**config.mk**
```make
export PLATFORM = sky130hd
export DESIGN_NAME = load_store_unit
export DESIGN_NICKNAME = d
export VERILOG_FILES = /design/src/rtl/load_store_unit.sv
export SDC_FILE = /design/constraint.sdc
export NUM_CORES = 1
export LEC_CHECK = 0
export CORE_MARGIN = 5
export CORE_UTILIZATION = 45
export CTS_BUF_LIST = sky130_fd_sc_hd__clkbuf_4 sky130_fd_sc_hd__clkbuf_8 sky130_fd_sc_hd__clkbuf_16
export DETAILED_ROUTE_END_ITERATION = 6
export PLACE_DENSITY = 0.92
export RECOVER_POWER = 50
export SYNTH_ARGS = -nofsm -noshare
export SYNTH_HDL_FRONTEND = slang
export SYNTH_SLANG_ARGS = --single-unit
```
**constraint.sdc**
```tcl
create_clock -name clk -period 2.9 [get_ports clk]
set_input_delay 0.58 -clock clk [delete_from_list [all_inputs] [get_ports clk]]
set_output_delay 0.58 -clock clk [all_outputs]
set_load 0.02 [all_outputs]
```
**src/rtl/load_store_unit.sv**
```systemverilog
// -----------------------------------------------------------------------------
// load_store_unit
//
// Memory-stage load/store unit. Converts the registered EX/MEM address, store
// data and control into a single req/ack transaction on the data-memory bus,
// stalls the pipeline until that transaction completes, and returns aligned,
// extended load data. Flags misaligned/illegal accesses and bus timeouts.
//
// Ports:
//   clk                clock, all state changes on the rising edge
//   rst                synchronous active-low reset
//   i_alu_result       byte address
//   i_write_data       store data
//   i_ctrl_mem_write   store request (wins if both requests are high)
//   i_ctrl_mem2reg     load request
//   i_ctrl_word_size   funct3 size: 000 B, 001 H, 010 W, 100 BU, 101 HU
//   o_stall            combinational pipeline freeze
//   o_dmem_req         bus request (registered)
//   o_dmem_we          bus write enable
//   o_dmem_addr        word-aligned bus address
//   o_dmem_wdata       lane-replicated store data
//   o_dmem_be          byte enables
//   i_dmem_ack         one-cycle completion strobe
//   i_dmem_rdata       read word, valid with i_dmem_ack
//   o_mem_data         extended load result (registered)
//   o_misaligned       one-cycle pulse for a misaligned or illegal access
//   o_bus_error        one-cycle pulse when a transaction times out
// -----------------------------------------------------------------------------
module load_store_unit #(
  parameter int unsigned OPERAND_WIDTH  = 32,  // only 32 is supported
  parameter int unsigned TIMEOUT_CYCLES = 16   // 1..255
) (
  input  logic                     clk,
  input  logic                     rst,
  input  logic [OPERAND_WIDTH-1:0] i_alu_result,
  input  logic [OPERAND_WIDTH-1:0] i_write_data,
  input  logic                     i_ctrl_mem_write,
  input  logic                     i_ctrl_mem2reg,
  input  logic [2:0]               i_ctrl_word_size,
  output logic                     o_stall,
  output logic                     o_dmem_req,
  output logic                     o_dmem_we,
  output logic [OPERAND_WIDTH-1:0] o_dmem_addr,
  output logic [OPERAND_WIDTH-1:0] o_dmem_wdata,
  output logic [3:0]               o_dmem_be,
  input  logic                     i_dmem_ack,
  input  logic [OPERAND_WIDTH-1:0] i_dmem_rdata,
  output logic [OPERAND_WIDTH-1:0] o_mem_data,
  output logic                     o_misaligned,
  output logic                     o_bus_error
);

  // Reset level shared with the rest of the core (active low).
  localparam logic RESET = 1'b0;

  // Last BUSY count value before the transaction is abandoned.
  localparam logic [7:0] TO_LAST = 8'(TIMEOUT_CYCLES - 1);

  typedef enum logic [1:0] {
    StIdle,
    StBusy,
    StDone
  } state_e;

  state_e                     r_state;
  logic [7:0]                 r_cnt;
  logic                       r_req;
  logic                       r_we;
  logic [OPERAND_WIDTH-1:0]   r_addr;
  logic [OPERAND_WIDTH-1:0]   r_wdata;
  logic [3:0]                 r_be;
  logic                       r_is_load;
  logic [2:0]                 r_size;
  logic [1:0]                 r_lo;
  logic [OPERAND_WIDTH-1:0]   r_mem_data;
  logic                       r_misaligned;
  logic                       r_bus_error;

  logic                       w_access;
  logic                       w_is_store;
  logic [1:0]                 w_lo;
  logic                       w_bad;
  logic [3:0]                 w_be;
  logic [OPERAND_WIDTH-1:0]   w_wdata;
  logic [7:0]                 w_byte;
  logic [15:0]                w_half;
  logic [OPERAND_WIDTH-1:0]   w_load_data;

  assign w_access   = i_ctrl_mem_write | i_ctrl_mem2reg;
  assign w_is_store = i_ctrl_mem_write;
  assign w_lo       = i_alu_result[1:0];

  // Illegal size codes, misaligned halves/words, and stores of unsigned sizes.
  always_comb begin
    w_bad = 1'b0;
    case (i_ctrl_word_size)
      3'b000:  w_bad = 1'b0;
      3'b001:  w_bad = w_lo[0];
      3'b010:  w_bad = |w_lo;
      3'b100:  w_bad = w_is_store;
      3'b101:  w_bad = w_lo[0] | w_is_store;
      default: w_bad = 1'b1;
    endcase
  end

  // Byte enables and lane replication; size[1:0] covers both signed and
  // unsigned variants since illegal combinations never reach the bus.
  always_comb begin
    w_be    = 4'b1111;
    w_wdata = i_write_data;
    case (i_ctrl_word_size[1:0])
      2'b00: begin
        w_be    = 4'b0001 << w_lo;
        w_wdata = {4{i_write_data[7:0]}};
      end
      2'b01: begin
        w_be    = w_lo[1] ? 4'b1100 : 4'b0011;
        w_wdata = {2{i_write_data[15:0]}};
      end
      default: begin
        w_be    = 4'b1111;
        w_wdata = i_write_data;
      end
    endcase
  end

  // Lane extraction uses the registered offset/size so the bus phase does not
  // depend on the upstream inputs.
  always_comb begin
    w_byte = i_dmem_rdata[7:0];
    case (r_lo)
      2'd0:    w_byte = i_dmem_rdata[7:0];
      2'd1:    w_byte = i_dmem_rdata[15:8];
      2'd2:    w_byte = i_dmem_rdata[23:16];
      default: w_byte = i_dmem_rdata[31:24];
    endcase
    w_half = r_lo[1] ? i_dmem_rdata[31:16] : i_dmem_rdata[15:0];

    w_load_data = '0;
    case (r_size)
      3'b000:  w_load_data = {{24{w_byte[7]}}, w_byte};
      3'b001:  w_load_data = {{16{w_half[15]}}, w_half};
      3'b010:  w_load_data = i_dmem_rdata;
      3'b100:  w_load_data = {24'h0, w_byte};
      3'b101:  w_load_data = {16'h0, w_half};
      default: w_load_data = '0;
    endcase
  end

  always_ff @(posedge clk) begin
    if (rst == RESET) begin
      r_state      <= StIdle;
      r_cnt        <= '0;
      r_req        <= 1'b0;
      r_we         <= 1'b0;
      r_addr       <= '0;
      r_wdata      <= '0;
      r_be         <= '0;
      r_is_load    <= 1'b0;
      r_size       <= '0;
      r_lo         <= '0;
      r_mem_data   <= '0;
      r_misaligned <= 1'b0;
      r_bus_error  <= 1'b0;
    end else begin
      r_misaligned <= 1'b0;
      r_bus_error  <= 1'b0;
      case (r_state)
        StIdle: begin
          if (w_access) begin
            if (w_bad) begin
              r_misaligned <= 1'b1;
              if (!w_is_store) begin
                r_mem_data <= '0;
              end
            end else begin
              r_we      <= w_is_store;
              r_addr    <= {i_alu_result[31:2], 2'b00};
              r_wdata   <= w_wdata;
              r_be      <= w_be;
              r_is_load <= ~w_is_store;
              r_size    <= i_ctrl_word_size;
              r_lo      <= w_lo;
              r_req     <= 1'b1;
              r_cnt     <= '0;
              r_state   <= StBusy;
            end
          end
        end
        StBusy: begin
          // Ack takes priority over a simultaneous timeout.
          if (i_dmem_ack) begin
            if (r_is_load) begin
              r_mem_data <= w_load_data;
            end
            r_req   <= 1'b0;
            r_state <= StDone;
          end else if (r_cnt == TO_LAST) begin
            if (r_is_load) begin
              r_mem_data <= '0;
            end
            r_bus_error <= 1'b1;
            r_req       <= 1'b0;
            r_state     <= StDone;
          end else begin
            r_cnt <= r_cnt + 8'd1;
          end
        end
        StDone: begin
          // The held instruction leaves this cycle; never re-issue it.
          r_cnt   <= '0;
          r_state <= StIdle;
        end
        default: begin
          r_req   <= 1'b0;
          r_state <= StIdle;
        end
      endcase
    end
  end

  assign o_stall      = ((r_state == StIdle) & w_access & ~w_bad) | (r_state == StBusy);
  assign o_dmem_req   = r_req;
  assign o_dmem_we    = r_we;
  assign o_dmem_addr  = r_addr;
  assign o_dmem_wdata = r_wdata;
  assign o_dmem_be    = r_be;
  assign o_mem_data   = r_mem_data;
  assign o_misaligned = r_misaligned;
  assign o_bus_error  = r_bus_error;

endmodule

```
Yosys cells after proc, flatten, opt, wreduce, memory -nomap -nowiden
Cells that the tools add are included.

cells by class
  $add $sub $neg = 1
  multiply operators = 0
  div/mod/pow operators = 0
  order comparisons = 0
  equal/unequal tests = 22
  shift operators = 1
  mux-type cells = 32
  bitwise logic cells = 10
  reductions and logical operators = 15

operators by type and width
  operator               count
  $mux W32               7
  $pmux W32 S5           1
  $pmux W32 S2           2
  $pmux W8 S3            2
  $mux W8                4
  $mux W16               1
  $ne A2 B2 Y1 const B   7
  $eq A3 B3 Y1 const B   4
  $reduce_and A3 Y1      3
  $add A8 B1 Y8 const B  1
  $eq A8 B4 Y1 const B   1
  $mux W2                4
  $pmux W4 S2            1
  $eq A2 B1 Y1 const B   3
  $eq A3 B1 Y1 const B   2
  $eq A3 B2 Y1 const B   2
  $logic_not A2 Y1       3
  $logic_not A3 Y1       2
  $mux W1                6
  $reduce_and A6 Y1      1
  $not A1 Y1             5
  $pmux W1 S5            1
  $reduce_and A5 Y1      1
  $eq A2 B2 Y1 const B   2
  12 further kinds       15

storage, ports and cells
  flip-flop bits (word level) = 118
  latch bits = 0
  RAM bits = 0
  ROM bits = 0
  bits of input ports = 104
  output and inout port bits = 105
  logic and storage cells = 94
  memories kept = 0

Logic depth before layout (Yosys ltp)
Gate-level depths: netlist (run 1).

  depth after elaboration = 6
  depth in mapped cells = 7
  depth with buffers taken out = 5

Worst setup path after synthesis (run 1)
No wires, ideal clock.

  kind = input-to-output
  from = in i_ctrl_mem_write
  to = out o_stall
  data arrival time = 1.931 ns
  data required time = 2.320 ns
  path slack = 0.389 ns
  stages = 6
  cells stage by stage = buf_2 -> a221oi_2 -> o221ai_1 -> clkbuf_1 -> clkbuf_1 -> o21ai_0

on the way
  cells in the longest elaborated chain, start to end = 5
  elaborated cells between the ends (all ways) = 7

ends and longest elaborated chain
  what                  line  RTL
  start, declared       37    input logic i_ctrl_mem_write,
  $or A1 B1 Y1          101   3'b101: w_bad = w_lo[0] | w_is_store;
  $pmux W1 S5           96    case (i_ctrl_word_size)
  $not A1 Y1 (no line)  n/a
  $and A1 B1 Y1 *       222   assign o_stall = ((r_state == StIdle) & w_access & ~w_bad) | (r_state == StBusy);
  $or A1 B1 Y1 *        222
  end, declared         40    output logic o_stall,

Mark *: on every way between the ends. The rest lies on a longest branch, timed or not.

Final worst setup path (run 1)
  from = in i_ctrl_word_size[2]
  to = out o_stall

on the way
  cells in the longest elaborated chain, start to end = 5
  elaborated cells between the ends (all ways) = 9

ends and longest elaborated chain
  what                                        line  RTL
  start, declared                             39    input logic [2:0] i_ctrl_word_size,
  $eq A3 B3 Y1, or another cell as far along  96
  $pmux W1 S5 *                               96
  $not A1 Y1 (no line) *                      n/a
  $and A1 B1 Y1 *                             222
  $or A1 B1 Y1 *                              222

Marks and branches as above.

==> impl_metrics.py, run 1 <==
metrics = {
    "outcome": {
        "status": "completed",
    },
    "placed_design": {
        "gp_congestion": 0.853,
        "numPortBuffers": 206,
        "dp_cells": 1022,
        "place_ws_ns": -0.116,
        "place_hpwl_um": 12800,
    },
    "setup_path": {
        "cp_slowest_cell": "clkdlybuf4s50_1",
        "start_kind": "primary input",
        "path_cells": "clkdlybuf4s50_1 -> a221oi_4 -> o221ai_4 -> o21ai_0 -> dlygate4sd2_1",
        "crit_arrival_ns": 2.08,
        "end_kind": "primary output",
        "crit_type": "in2out",
        "slowest_delay_ns": 0.53,
        "cp_max_fo": 3,
        "cp.required_ns": 2.32,
    },
    "power": {
        "intPower_mw": 3.42,
        "p_sw_frac": 0.270,
        "p_seq_frac": 0.376,
        "p_per_area_nw_per_um2": 551,
        "p_leak_nw": 3.29,
        "p_clk_frac": 0.438,
        "ir_worst_vdd_mv": 0.331,
        "p_switching_mw": 1.26,
        "power_mw": 4.68,
        "comb_power_share": 0.186,
    },
    "drt": {
        "drc": 0,
        "top_layer": "met4",
        "vias": 5858,
        "dr_wl_met3_um": 1890,
        "drt_pass1_iterations": 5,
        "m1WireLength_um": 6850,
        "met2_wirelength_um": 8860,
        "final_antenna_net_count": 0,
        "avgRoutedWirePerCell_um": 17.3,
        "wirelength_um": 18200,
        "drtIter0Drc": 501,
        "routed_via_density": 5.56,
    },
    "synth": {
        "synth.distinct_cells": 54,
        "synth_edf_count": 0,
        "syn_avg_cell_area_sq_um": 8.39,
        "synth_most_common_cell": "nand2_1",
        "yosys.area.top_type_share": 0.416,
        "synth_ff_type": "dfxtp_1",
        "async_flop_share": 0,
        "ys_warn_count": 0,
        "syn_area_sq_um": 5680,
        "synth_top_cell_by_area": "dfxtp_1",
        "synth_common_cells": "163 x nand2_1, 118 x dfxtp_1, 65 x a21oi_1",
        "synth_area_leaders": "dfxtp_1 42%, nand2_1 11%, mux2i_1 9.0%, a21oi_1 5.7%, o211ai_1 4.4%",
        "ys_seq_area_frac": 0.416,
        "ys_ff_latch": 118,
        "synthCells": 677,
    },
    "clocking": {
        "tritoncts": "yes",
        "insertion_delay_ns": 0.41,
        "cts-root-buf": "clkbuf_16",
        "cts_sinks": 118,
        "clkTransAtPathRegs_ns": 0.05,
        "h-tree-depth": 4,
        "cts_buffers": 17,
        "cts_resized": 2,
        "post_cts_buffers": 0,
        "holdBufCountCts": 0,
        "clockBufferDepth": 2,
    },
    "sta": {
        "timing.fmax_mhz": 376,
        "rsz0062_at_grt": "false",
        "whs_ns": 0.448,
        "period_needed_ns": 2.66,
        "finalCritPeriodShare": 0.918,
        "skew_ns": 0.00412,
        "worst_pin_slew_ns": 1.18,
        "setup_slack_ns": 0.237,
        "maxSlewHeadroom": 0.211,
        "final_max_slew_viol_count": 0,
        "finalSetupViolations": 0,
        "hold_violations": 0,
    },
    "floorplan": {
        "core_sq_um": 12500,
        "pin_count": 209,
        "die_area_sq_um": 15000,
        "fp.dieH_um": 122,
        "std_cell_rows": 41,
        "initial_core_util": 0.454,
        "die_w_um": 122,
    },
    "job": {
        "drv_cap": 0,
    },
    "finish": {
        "syn_to_final_growth_pct": 49.7,
        "num-nets-final": 974,
        "antenna_cells": 0,
        "final_cell_count_no_fill": 1054,
        "layout-drive-gt1-share": 0.0873,
    },
    "global_route": {
        "grt_max_degree": 68,
        "grt_remaining_overflow": 0,
        "track_usage": 0.242,
        "grt_pass1_wl_um": 28900,
        "antenna_found_initial": 0,
        "grt_pass1_vias": 5685,
    },
    "hold_path": {
        "hp-class": "reg2reg",
    },
}
-- layer usage --
layer / track usage / vias to the layer above
li1: - / 2798
met2: 0.406 / 292
met4: 0.108 / 0
met1: 0.272 / 2718
met5: 0 / -
met3: 0.0959 / 50
-- power by group through the flow --
stage / Combinational, mW / Clock [mW] / Sequential [mW]
floorplan: 0.385 / 0 / 1.87
global route: 0.935 / 2.16 / 1.77
detailed placement: 0.888 / 0 / 1.80
finish: 0.871 / 2.05 / 1.76
global placement: 0.874 / 0 / 1.79
CTS: 0.896 / 2.08 / 1.76
-- state kept, by name, summed over array words and instances (netlist names), 2 cells and up --
signal and count:
o_dmem_addr 30, o_dmem_wdata 32, r_state 2, r_size 3, o_dmem_be 4, r_lo 2, o_mem_data 32, r_cnt 8
-- final timing paths --
kind,startpoint,endpoint,slack [ns],cells after the start
worst min-delay path,o_dmem_addr[16]$_SDFFE_PN0P_,o_dmem_addr[16]$_SDFFE_PN0P_,0.45,2
worst min register to register,o_dmem_addr[16]$_SDFFE_PN0P_,o_dmem_addr[16]$_SDFFE_PN0P_,0.45,2
worst max-delay path,i_ctrl_word_size[2],o_stall,0.24,5
worst max register to register,r_state[0]$_SDFFE_PN0P_,o_dmem_be[2]$_SDFFE_PN0P_,0.64,5
-- metrics by stage --
stage,cell area [sq um],setup TNS (ns),util
after floorplan,5680,0,-
after global placement,7930,-0.583,0.634
after detailed placement,7930,-2.36,0.634
after CTS,8520,0,0.680
after global routing,8500,0,0.679
final,8500,0,0.679
-- final cells by class --
cell class | instances | area, sq um
clock inverter | 10 | 105
multi-input combinational | 496 | 3070
inverter | 7 | 26.3
timing repair buffer | 229 | 2260
clock buffer | 22 | 469
tap | 172 | 215
fill | 963 | 4020
sequential | 118 | 2360
-- cell families after synthesis --
group	synth area share
buffers and inverters	0.0511
and+or+nand+nor	0.193
AOI/OAI and AO/OA	0.211
other	0.000660
adders and majority gates	0.00220
muxes	0.126
DFF	0.416
-- critical path: cells and delay by family --
family	cells	cell delay [ns]
buffers and inverters	2	0.88
AOI/OAI and AO/OA	3	0.62
-- cells in the final DEF, fill, tap and decap left out, types with 4 or more instances in the layout --
master / count
nor3_1: 5
nor2_1: 34
a21oi_1: 65
or4_1: 7
dlygate4sd3_1: 102
a21o_1: 9
mux2i_1: 51
inv_1: 6
mux4_2: 5
a311oi_1: 10
mux2_2: 8
clkinv_2: 6
buf_4: 18
o31ai_1: 7
nand2_1: 163
o21ai_0: 21
clkdlybuf4s50_1: 103
a211oi_1: 11
o22ai_1: 4
and2_1: 16
a221oi_1: 6
clkbuf_4: 4
clkbuf_16: 17
dfxtp_1: 118
o211ai_1: 33
No activity file was read; power rests on OpenSTA's default activity.
==> run 2, diff against run 1 <==
--- a/config.mk
+++ b/config.mk
@@ -6,11 +6,12 @@
 export NUM_CORES = 1
 export LEC_CHECK = 0
 export CORE_MARGIN = 5
-export CORE_UTILIZATION = 45
+export CORE_UTILIZATION = 48
 export CTS_BUF_LIST = sky130_fd_sc_hd__clkbuf_4 sky130_fd_sc_hd__clkbuf_8 sky130_fd_sc_hd__clkbuf_16
 export DETAILED_ROUTE_END_ITERATION = 6
-export PLACE_DENSITY = 0.92
+export PLACE_DENSITY = 0.95
 export RECOVER_POWER = 50
+export SLEW_MARGIN = 40
 export SYNTH_ARGS = -nofsm -noshare
 export SYNTH_HDL_FRONTEND = slang
 export SYNTH_SLANG_ARGS = --single-unit
==> constraint.sdc (replaced) <==
create_clock -name clk -period 3.15 [get_ports clk]
set_input_delay 0.63 -clock clk [delete_from_list [all_inputs] [get_ports clk]]
set_output_delay 0.63 -clock clk [all_outputs]
set_load 0.02 [all_outputs]
==> impl_metrics.py, run 2 (synthesized netlist as in run 1, its figures left out) <==
metrics = {
    "floorplan": {
        "die_area_sq_um": 14100,
        "std_cell_rows": 39,
        "fp.dieH_um": 119,
        "initial_core_util": 0.493,
        "die_w_um": 119,
        "pin_count": 209,
        "core_sq_um": 11500,
    },
    "placed_design": {
        "numPortBuffers": 206,
        "place_hpwl_um": 13000,
        "gp_congestion": 0.815,
    },
    "sta": {
        "skew_ns": 0.00775,
        "worst_pin_slew_ns": 1.18,
        "rsz0062_at_grt": "false",
        "final_max_slew_viol_count": 0,
        "period_needed_ns": 3.06,
        "maxSlewHeadroom": 0.212,
        "tns_ns": 0,
        "hold_violations": 0,
        "finalCritPeriodShare": 0.973,
        "finalSetupViolations": 0,
        "whs_ns": 0.448,
        "timing.fmax_mhz": 326,
    },
    "global_route": {
        "track_usage": 0.256,
        "grt_remaining_overflow": 0,
        "grt_max_degree": 75,
        "grt_pass1_vias": 5735,
        "grt_pass1_wl_um": 29200,
        "antenna_found_initial": 0,
    },
    "finish": {
        "final_common_cell": "nand2_1",
        "antenna_cells": 0,
        "final_cell_mix": "163 x nand2_1, 118 x dfxtp_1, 103 x clkdlybuf4s50_1, 103 x dlygate4sd3_1, 65 x a21oi_1",
        "num-nets-final": 971,
        "syn_to_final_growth_pct": 48.3,
        "layout-drive-gt1-share": 0.0798,
    },
    "power": {
        "p_seq_frac": 0.388,
        "power_mw": 4.19,
        "comb_power_share": 0.191,
        "p_sw_frac": 0.267,
        "p_clk_frac": 0.421,
        "p_per_area_nw_per_um2": 497,
        "p_leak_nw": 3.27,
        "intPower_mw": 3.07,
        "ir_worst_vdd_mv": 0.450,
        "p_switching_mw": 1.12,
    },
    "setup_path": {
        "start_kind": "primary input",
        "crit_type": "in2out",
        "cp_slowest_cell": "clkdlybuf4s50_1",
        "path_cells": "clkdlybuf4s50_1 -> a221oi_2 -> o221ai_4 -> o21ai_0 -> clkdlybuf4s50_1",
        "cp_max_fo": 5,
        "crit_arrival_ns": 2.43,
        "slowest_delay_ns": 0.63,
        "cp.required_ns": 2.52,
        "cpMostUsedCell": "clkdlybuf4s50_1",
        "end_kind": "primary output",
    },
    "drt": {
        "drc": 0,
        "routed_via_density": 5.68,
        "wirelength_um": 18200,
        "drt_pass1_iterations": 6,
        "vias": 5795,
        "drtIter0Drc": 416,
        "final_antenna_net_count": 0,
        "avgRoutedWirePerCell_um": 17.9,
    },
    "clocking": {
        "post_cts_buffers": 0,
        "holdBufCountCts": 0,
        "clockBufferDepth": 2,
        "cts_buffers": 17,
        "cts-root-buf": "clkbuf_16",
        "insertion_delay_ns": 0.41,
        "cts_resized": 0,
        "h-tree-depth": 4,
        "clkTransAtPathRegs_ns": 0.05,
        "cts_sinks": 118,
        "tritoncts": "yes",
    },
    "hold_path": {
        "hp-class": "reg2reg",
    },
    "job": {
        "drv_cap": 0,
    },
    "outcome": {
        "status": "completed",
    },
}
-- run 2: cell type report --
type | instances | area [sq um]
clock inverters | 4 | 20.0
inverters | 7 | 26.3
repair buffers | 226 | 2250
well taps | 143 | 179
multi-input cells | 496 | 3060
flip-flops and latches | 118 | 2360
clock buffers | 26 | 524
fillers | 785 | 3100
-- run 2: path summary, 6_finish.rpt --
check | start | endpoint | slack (ns) | cells past startpoint
max | i_ctrl_word_size[0] | o_stall | 0.09 | 5
min | o_dmem_wdata[2]$_SDFFE_PN0P_ | o_dmem_wdata[2]$_SDFFE_PN0P_ | 0.45 | 2
max reg2reg | r_state[0]$_SDFFE_PN0P_ | o_dmem_be[2]$_SDFFE_PN0P_ | 0.88 | 5
min reg2reg | o_dmem_wdata[2]$_SDFFE_PN0P_ | o_dmem_wdata[2]$_SDFFE_PN0P_ | 0.45 | 2
-- run 2: metrics by stage --
stage / area [sq um] / instances / utilization / worst slack, ns
global route: 8420 / 1020 / 0.731 / 0.00849
global placement: 7890 / 990 / 0.685 / 0.126
floorplan: 5680 / 678 / - / 0.539
finish: 8420 / 1020 / 0.731 / 0.0857
detailed placement: 7890 / 990 / 0.685 / 0.0786
CTS: 8430 / 1020 / 0.732 / 0.0729
-- run 2: critical path: cells and delay by family --
| family | cells | cell delay [ns] |
|---|---|---|
| buffers and inverters | 2 | 1.16 |
| AO/OA/AOI/OAI | 3 | 0.64 |
-- run 2: per-layer routing --
layer | track usage | share of wire
met5 | 0 | 0
met4 | 0.0934 | 0.024
met1 | 0.283 | 0.38
met2 | 0.434 | 0.49
met3 | 0.113 | 0.10
-- run 2: power by group through the flow --
stage	registers [mW]	logic, mW	clock network, mW
finish	1.62	0.800	1.76
global route	1.63	0.860	1.86
CTS	1.63	0.826	1.79
detailed placement	1.66	0.818	0
global placement	1.65	0.804	0
floorplan	1.72	0.354	0
